<file path="config.mk">
export PLATFORM = sky130hd
export DESIGN_NAME = ifetch_flat
export DESIGN_NICKNAME = d
export VERILOG_FILES = /design/src/rtl/ifetch_if.sv /design/src/rtl/ifetch.sv /design/src/flat_wrapper.sv
export SDC_FILE = /design/constraint.sdc
export NUM_CORES = 1
export LEC_CHECK = 0
export BUFFER_PORTS_ARGS = -buffer_cell sky130_fd_sc_hd__buf_2
export CORE_ASPECT_RATIO = 0.9
export CORE_MARGIN = 2
export CORE_UTILIZATION = 52
export DETAILED_ROUTE_END_ITERATION = 7
export GPL_TIMING_DRIVEN = 0
export PLACE_DENSITY_LB_ADDON = 0.2
export SLEW_MARGIN = 20
export SYNTH_ARGS = -nofsm -noshare
export SYNTH_HDL_FRONTEND = slang
export SYNTH_SLANG_ARGS = --single-unit
export TNS_END_PERCENT = 100
</file>
<file path="constraint.sdc">
create_clock -name clk -period 4.7 [get_ports clk]
set_input_delay 0.235 -clock clk [delete_from_list [all_inputs] [get_ports clk]]
set_output_delay 0.235 -clock clk [all_outputs]
set_load 0.05 [all_outputs]
</file>
<file path="src/rtl/ifetch_if.sv">
// Instruction-memory request/acknowledge bus between ifetch and imem.
// The fetch stage drives the request; memory returns ack and data.
interface ifetch_if;
    logic        imem_req;
    logic [31:0] imem_addr;
    logic        imem_ack;
    logic [31:0] imem_rdata;

    modport master (
        output imem_req,
        output imem_addr,
        input  imem_ack,
        input  imem_rdata
    );

    modport slave (
        input  imem_req,
        input  imem_addr,
        output imem_ack,
        output imem_rdata
    );
endinterface

</file>
<file path="src/rtl/ifetch.sv">
// Instruction fetch stage: one outstanding imem request, a single-entry
// output register towards decode, and stale-response dropping after flush.
module ifetch #(
    parameter logic [31:0] RESET_INSTR = 32'h0000_0000
) (
    input  logic        clk,
    input  logic        rest,
    input  logic [31:0] pc_addr,
    input  logic        flush,
    input  logic        id_ready,
    ifetch_if.master    imem,
    output logic        pc_stall,
    output logic        if_valid,
    output logic [31:0] if_instr,
    output logic [31:0] if_pc,
    output logic [31:0] if_pc4,
    output logic [31:0] fetch_cnt
);

    typedef enum logic [1:0] {
        FETCH,
        HOLD,
        DROP
    } state_t;

    state_t      state;
    state_t      state_nx;
    logic [31:0] req_addr;
    logic        capture;
    logic        transfer;
    logic        release_hold;

    always_comb begin
        state_nx       = state;
        imem.imem_req  = 1'b0;
        imem.imem_addr = req_addr;
        pc_stall       = 1'b1;
        capture        = 1'b0;
        transfer       = 1'b0;
        release_hold   = 1'b0;
        unique case (state)
            FETCH: begin
                imem.imem_req  = 1'b1;
                imem.imem_addr = pc_addr;
                if (imem.imem_ack && !flush) begin
                    capture  = 1'b1;
                    state_nx = HOLD;
                end else if (!imem.imem_ack && flush) begin
                    state_nx = DROP;
                end
            end
            HOLD: begin
                pc_stall = !id_ready;
                if (flush) begin
                    release_hold = 1'b1;
                    state_nx     = FETCH;
                end else if (id_ready) begin
                    release_hold = 1'b1;
                    transfer     = 1'b1;
                    state_nx     = FETCH;
                end
            end
            DROP: begin
                // The stale request must complete before a new one issues.
                imem.imem_req = 1'b1;
                if (imem.imem_ack) begin
                    state_nx = FETCH;
                end
            end
            default: begin
                state_nx = FETCH;
            end
        endcase
        if (flush) begin
            pc_stall = 1'b0;
        end
        if (rest) begin
            imem.imem_req = 1'b0;
            pc_stall      = 1'b0;
        end
    end

    always_ff @(posedge clk) begin
        if (rest) begin
            state     <= FETCH;
            if_valid  <= 1'b0;
            if_instr  <= RESET_INSTR;
            if_pc     <= 32'h0;
            req_addr  <= 32'h0;
            fetch_cnt <= 32'h0;
        end else begin
            state <= state_nx;
            if (state == FETCH) begin
                req_addr <= pc_addr;
            end
            if (capture) begin
                if_instr <= imem.imem_rdata;
                if_pc    <= pc_addr;
                if_valid <= 1'b1;
            end
            if (release_hold) begin
                if_valid <= 1'b0;
            end
            if (transfer) begin
                fetch_cnt <= fetch_cnt + 32'd1;
            end
        end
    end

    assign if_pc4 = if_pc + 32'd4;

endmodule

</file>
<file path="src/flat_wrapper.sv">
// flat-port wrapper written by rule: the top's interface ports become plain ports
module ifetch_flat 
#(
    parameter logic [31:0] RESET_INSTR = 32'h0000_0000
)
  (clk, rest, pc_addr, flush, id_ready, pc_stall, if_valid, if_instr, if_pc, if_pc4, fetch_cnt, imem_imem_req, imem_imem_addr, imem_imem_ack, imem_imem_rdata);
  ifetch_if imem_i ();
  input  logic clk;
  input  logic rest;
  input  logic [31:0] pc_addr;
  input  logic flush;
  input  logic id_ready;
  output logic pc_stall;
  output logic if_valid;
  output logic [31:0] if_instr;
  output logic [31:0] if_pc;
  output logic [31:0] if_pc4;
  output logic [31:0] fetch_cnt;
  output wire logic [$bits(imem_i.imem_req)-1:0] imem_imem_req;
  output wire logic [$bits(imem_i.imem_addr)-1:0] imem_imem_addr;
  input wire logic [$bits(imem_i.imem_ack)-1:0] imem_imem_ack;
  input wire logic [$bits(imem_i.imem_rdata)-1:0] imem_imem_rdata;
  assign imem_imem_req = imem_i.imem_req;
  assign imem_imem_addr = imem_i.imem_addr;
  assign imem_i.imem_ack = imem_imem_ack;
  assign imem_i.imem_rdata = imem_imem_rdata;
  ifetch #(.RESET_INSTR(RESET_INSTR)) u_core (.clk(clk), .rest(rest), .pc_addr(pc_addr), .flush(flush), .id_ready(id_ready), .imem(imem_i), .pc_stall(pc_stall), .if_valid(if_valid), .if_instr(if_instr), .if_pc(if_pc), .if_pc4(if_pc4), .fetch_cnt(fetch_cnt));
endmodule
</file>
Yosys cells after proc, flatten, opt, wreduce, memory -nomap -nowiden

Index checks and enable logic that the tools add are counted.

Bits in registers: 131
Bits of input ports: 69
Output and inout bits: 163
Logic and storage cells: 41

Add/subtract/negate cells: 2
Equal/unequal tests: 5
Multiplexer cells: 19
Reduce and logical (&&, ||, !) cells: 9

Operator list:

| cell                                                  | count |
|---|---|
| adder 32 x 1 -> 32 bit, second input constant         | 1 |
| adder 32 x 3 -> 32 bit, second input constant         | 1 |
| two-way mux 32 bit                                    | 1 |
| two-way mux 1 bit                                     | 12 |
| two-way mux 2 bit                                     | 5 |
| case mux 2 bit (3 select lines)                       | 1 |
| OR reduction 2 bit                                    | 2 |
| logical NOT 1 bit                                     | 3 |
| inequality test 3 x 1 -> 1 bit, second input constant | 1 |
| inequality test 3 bit, second input constant          | 1 |
| AND reduction 3 bit                                   | 1 |
| == test 2 x 1 -> 1 bit, second input constant         | 1 |
| == test 2 bit, second input constant                  | 1 |
| logical AND 1 bit                                     | 2 |
| logical NOT 2 bit                                     | 1 |
| inequality test 2 bit, second input constant          | 1 |

Logic depth before layout (Yosys ltp)

Depth in word-level cells: 5
Depth in mapped cells: 8
Depth with buffers taken out: 6

Worst setup path after synthesis

OpenSTA, ideal clock, no wires.

Path kind: reg-to-output
Start point: reg u_core.if_pc[8]
End point: out if_pc4[26]
Data arrival time: 2.581 ns
Slack: 1.884 ns
Stages on the path, launching flop included: 6
Path buffers: 0
Cells stage by stage: dfxtp_1 -> nand4_1 -> nor4_4 -> nand4_1 -> nor2_1 -> xor2_1

Longest elaborated chain between the ends: 1

RTL lines:

| what                   | line               | text |
|---|---|---|
| start, declared        | ifetch.sv:15       | `output logic [31:0] if_pc,` |
| start signal, assigned | ifetch.sv:98       | `if_pc <= pc_addr;` |
| adder 32 x 3 -> 32 bit | ifetch.sv:110      | `assign if_pc4 = if_pc + 32'd4;` |
| end, declared          | flat_wrapper.sv:17 | `output logic [31:0] if_pc4;` |

No other way between the ends.

Worst setup path after layout

Start point: reg u_core.if_pc[2]
End point: out if_pc4[30]

Same word-level chain as after synthesis.

==> results.py <==
metrics = {
    "floorplanning": {
        "dieHeight_um": 102.4,
        "initial_utilization": 0.5391,
        "die_area_um2": 11610,
        "die_x_um": 113.3,
        "core-area_um2": 10380,
        "row_count": 35,
        "ioPinCount": 232,
    },
    "placed_design": {
        "gp_congestion": 0.8597,
        "post_dp_cell_area_um2": 6908,
        "portBuffers": 230,
        "place_inst": 1011,
        "dp_hpwl_um": 11980,
    },
    "logic_synthesis": {
        "async_flop_share": 0,
        "syn_avg_cell_area_um2": 8.582,
        "synth-edff-count": 0,
        "syn-instance-count": 652,
        "yosysWarnings": 0,
        "syn_area_um2": 5595,
        "synth_cell_types": 33,
        "synth_nets": 723,
        "seq_area_frac_synth": 0.4687,
        "ys.flop_type": "dfxtp_1",
        "synth_seq_cells": 131,
    },
    "pwr": {
        "leakagePower_nw": 3.457,
        "powerDensity_nw_per_um2": 408.7,
        "pwr-share-seq": 0.387,
        "switching_share": 0.3008,
        "peakVddDrop_v": 0.0002792,
        "pwr-share-comb": 0.166,
        "internal_power_w": 0.002151,
        "pwr-share-clk": 0.447,
        "p_switching_w": 0.0009254,
    },
    "sta": {
        "setup_tns_ns": 0,
        "maxSlewViolCount": 0,
        "fin_crit_sh": 0.6222,
        "period_minus_slack_ns": 2.924,
        "rsz0062_at_grt": "no",
        "hold_viol_final": 0,
        "skew_ns": 0.007787,
        "relSlewSlack": 0.5425,
        "worst_pin_slew_ns": 0.6837,
        "fmax_ghz": 0.3420,
        "setup_violations": 0,
    },
    "drt": {
        "avgRoutedWirePerCell_um": 15.41,
        "vias_per_cell": 5.269,
        "first_iter_violations": 334,
        "ant_nets": 0,
        "num_vias": 5496,
        "route.detailed.drc": 0,
        "wirelength_um": 16070,
        "firstDrtPassIters": 5,
    },
    "layout": {
        "syn_to_final_growth_pct": 34.50,
        "drive_above_1_share": 0.3468,
        "seqCellArea_um2": 2623,
        "fill_cells": 821,
        "final_common_cell": "buf_2",
        "antenna_cells": 0,
        "multi_input_area_um2": 2766,
        "instances_no_fill": 1043,
        "design_area_um2": 7526,
        "utilization": 0.7251,
        "final_cell_mix": "buf_2 (239), nand2_1 (151), dfxtp_1 (131), a21oi_1 (74), nor2_1 (35)",
        "final_nets": 972,
    },
    "cts": {
        "root_buffer": "clkbuf_16",
        "cts_resized": 0,
        "clk_latency_ns": 0.42,
        "cts_setup_buffers": 0,
        "cts.sinks": 131,
        "clk_pin_slew_worst_paths_ns": 0.06,
        "cts_made_buffers": 17,
        "cts_tree": "yes",
        "cts_max_level": 4,
        "clk_path_buf_depth": 2,
        "cts_hold_buf": 0,
    },
    "global_route": {
        "grt_pass1_wl_um": 25050,
        "overflow": 0,
        "first_global_vias": 5199,
        "grt_max_degree": 17,
        "antenna_found_initial": 1,
        "grt_usage": 0.2722,
    },
    "setup_path": {
        "worst_ep_arrival_time_ns": 2.69,
        "path_class": "flop to output pin",
        "worstPathRequired_ns": 4.47,
        "endpoint_kind": "output pin",
        "cp-start-kind": "flop",
        "crit_path_cell_trace": "ha_1 > nand2_1 > nor4_4 > nand4_1 > nor2_1 > xor2_1 > buf_2",
        "slowest_delay_ns": 0.45,
        "worstPathMaxFanout": 7,
        "cp_slowest_cell": "dfxtp_1",
    },
    "worst_hold_path": {
        "hp-class": "input pin to flop",
    },
    "outcome": {
        "outcome": "finished clean",
    },
    "job": {
        "maxCapViolCount": 0,
    },
}
## cell type report
cell class / count / share of cell area
clock buffer: 18 / 0.05835
clock inverter: 14 / 0.02377
buffer: 38 / 0.02394
tap: 129 / 0.02145
sequential: 131 / 0.3485
inverter: 7 / 0.003491
timing repair buffer: 230 / 0.1530
multi-input combinational: 476 / 0.3676
## synth_stat cells (2+ instances only)
library cell | n | area share
a21oi_1 | 74 | 0.066
and4_1 | 6 | 0.0094
mux2_2 | 33 | 0.066
nand2_1 | 151 | 0.10
xor2_1 | 18 | 0.028
or3_1 | 3 | 0.0034
nor2_1 | 35 | 0.023
nand3_1 | 27 | 0.024
xnor2_1 | 31 | 0.049
a21bo_2 | 3 | 0.0054
inv_1 | 7 | 0.0047
nor2b_1 | 33 | 0.037
nor4_1 | 7 | 0.0078
and2_1 | 3 | 0.0034
ha_1 | 2 | 0.0045
buf_6 | 2 | 0.0040
a311oi_1 | 2 | 0.0031
buf_4 | 3 | 0.0040
nand4_1 | 14 | 0.016
nand3b_1 | 3 | 0.0040
dfxtp_1 | 131 | 0.47
nor3_1 | 6 | 0.0054
buf_2 | 9 | 0.0080
nor4_4 | 2 | 0.0076
clkbuf_1 | 24 | 0.016
and3_1 | 11 | 0.012
o21ai_0 | 6 | 0.0054
## kinds of logic (layout without fill, tap and decap cells)
kind of cell | count (synthesis) | count (layout) | share of synthesized area
XOR/XNOR | 49 | 49 | 0.07670
flip-flops | 131 | 131 | 0.4687
multiplexers | 33 | 33 | 0.06641
buffers and inverters | 45 | 307 | 0.03690
AO/OA/AOI/OAI | 86 | 86 | 0.08140
adder cells (fa/ha/maj) | 2 | 2 | 0.004472
AND/OR/NAND/NOR | 306 | 306 | 0.2654
## flip-flops by register name, indices dropped and copies added (netlist names)
name / count
u_core.fetch_cnt: 32
u_core.req_addr: 32
u_core.if_valid: 1
u_core.if_pc: 32
u_core.state: 2
u_core.if_instr: 32
## metal layers
metal	global-route usage	part of all wire
met1	0.3166	0.41
met2	0.4827	0.50
met3	0.07888	0.072
met4	0.09756	0.022
met5	0	0.00068
## critical path, delay by kind of cell (launching register included)
kind	cells	cell delay, ns
simple gates	4	0.98
flops	1	0.45
buf+inv	1	0.31
fa+ha+maj	1	0.30
xor+xnor	1	0.24
## power by group through the flow
stage / logic [W] / registers, W / clock network [W]
6_report: 0.000511 / 0.00119 / 0.00137
5_1_grt: 0.000540 / 0.00120 / 0.00144
4_1_cts: 0.000513 / 0.00119 / 0.00139
3_5_place_dp: 0.000511 / 0.00121 / 0
3_3_place_gp: 0.000504 / 0.00121 / 0
2_1_floorplan: 0.000287 / 0.00130 / 0
## final timing paths
check                                   startpoint                          endpoint  slack (ns)  cells after the start
setup reg to reg      u_core.state[0]$_SDFFE_PP0P_     u_core.if_pc[29]$_SDFFE_PP0P_        2.45                      6
hold / removal                       imem_imem_ack      u_core.state[1]$_SDFFE_PP0P_        0.02                      2
setup / recovery      u_core.if_pc[2]$_SDFFE_PP0P_                        if_pc4[30]        1.78                      7
hold reg to reg   u_core.if_instr[16]$_SDFFE_PP0P_  u_core.if_instr[16]$_SDFFE_PP0P_        0.45                      2
## per-stage QoR
step	hold WS [ns]	power [W]	worst slack, ns
after CTS	0.01112	0.003092	1.764
final	0.02397	0.003076	1.776
after global routing	0.03876	0.003181	1.551
after floorplan	0.3074	0.001586	1.884
after detailed placement	0.4448	0.001725	2.286
after global placement	0.4375	0.001716	2.329
No activity file was read; power rests on OpenSTA's default activity.
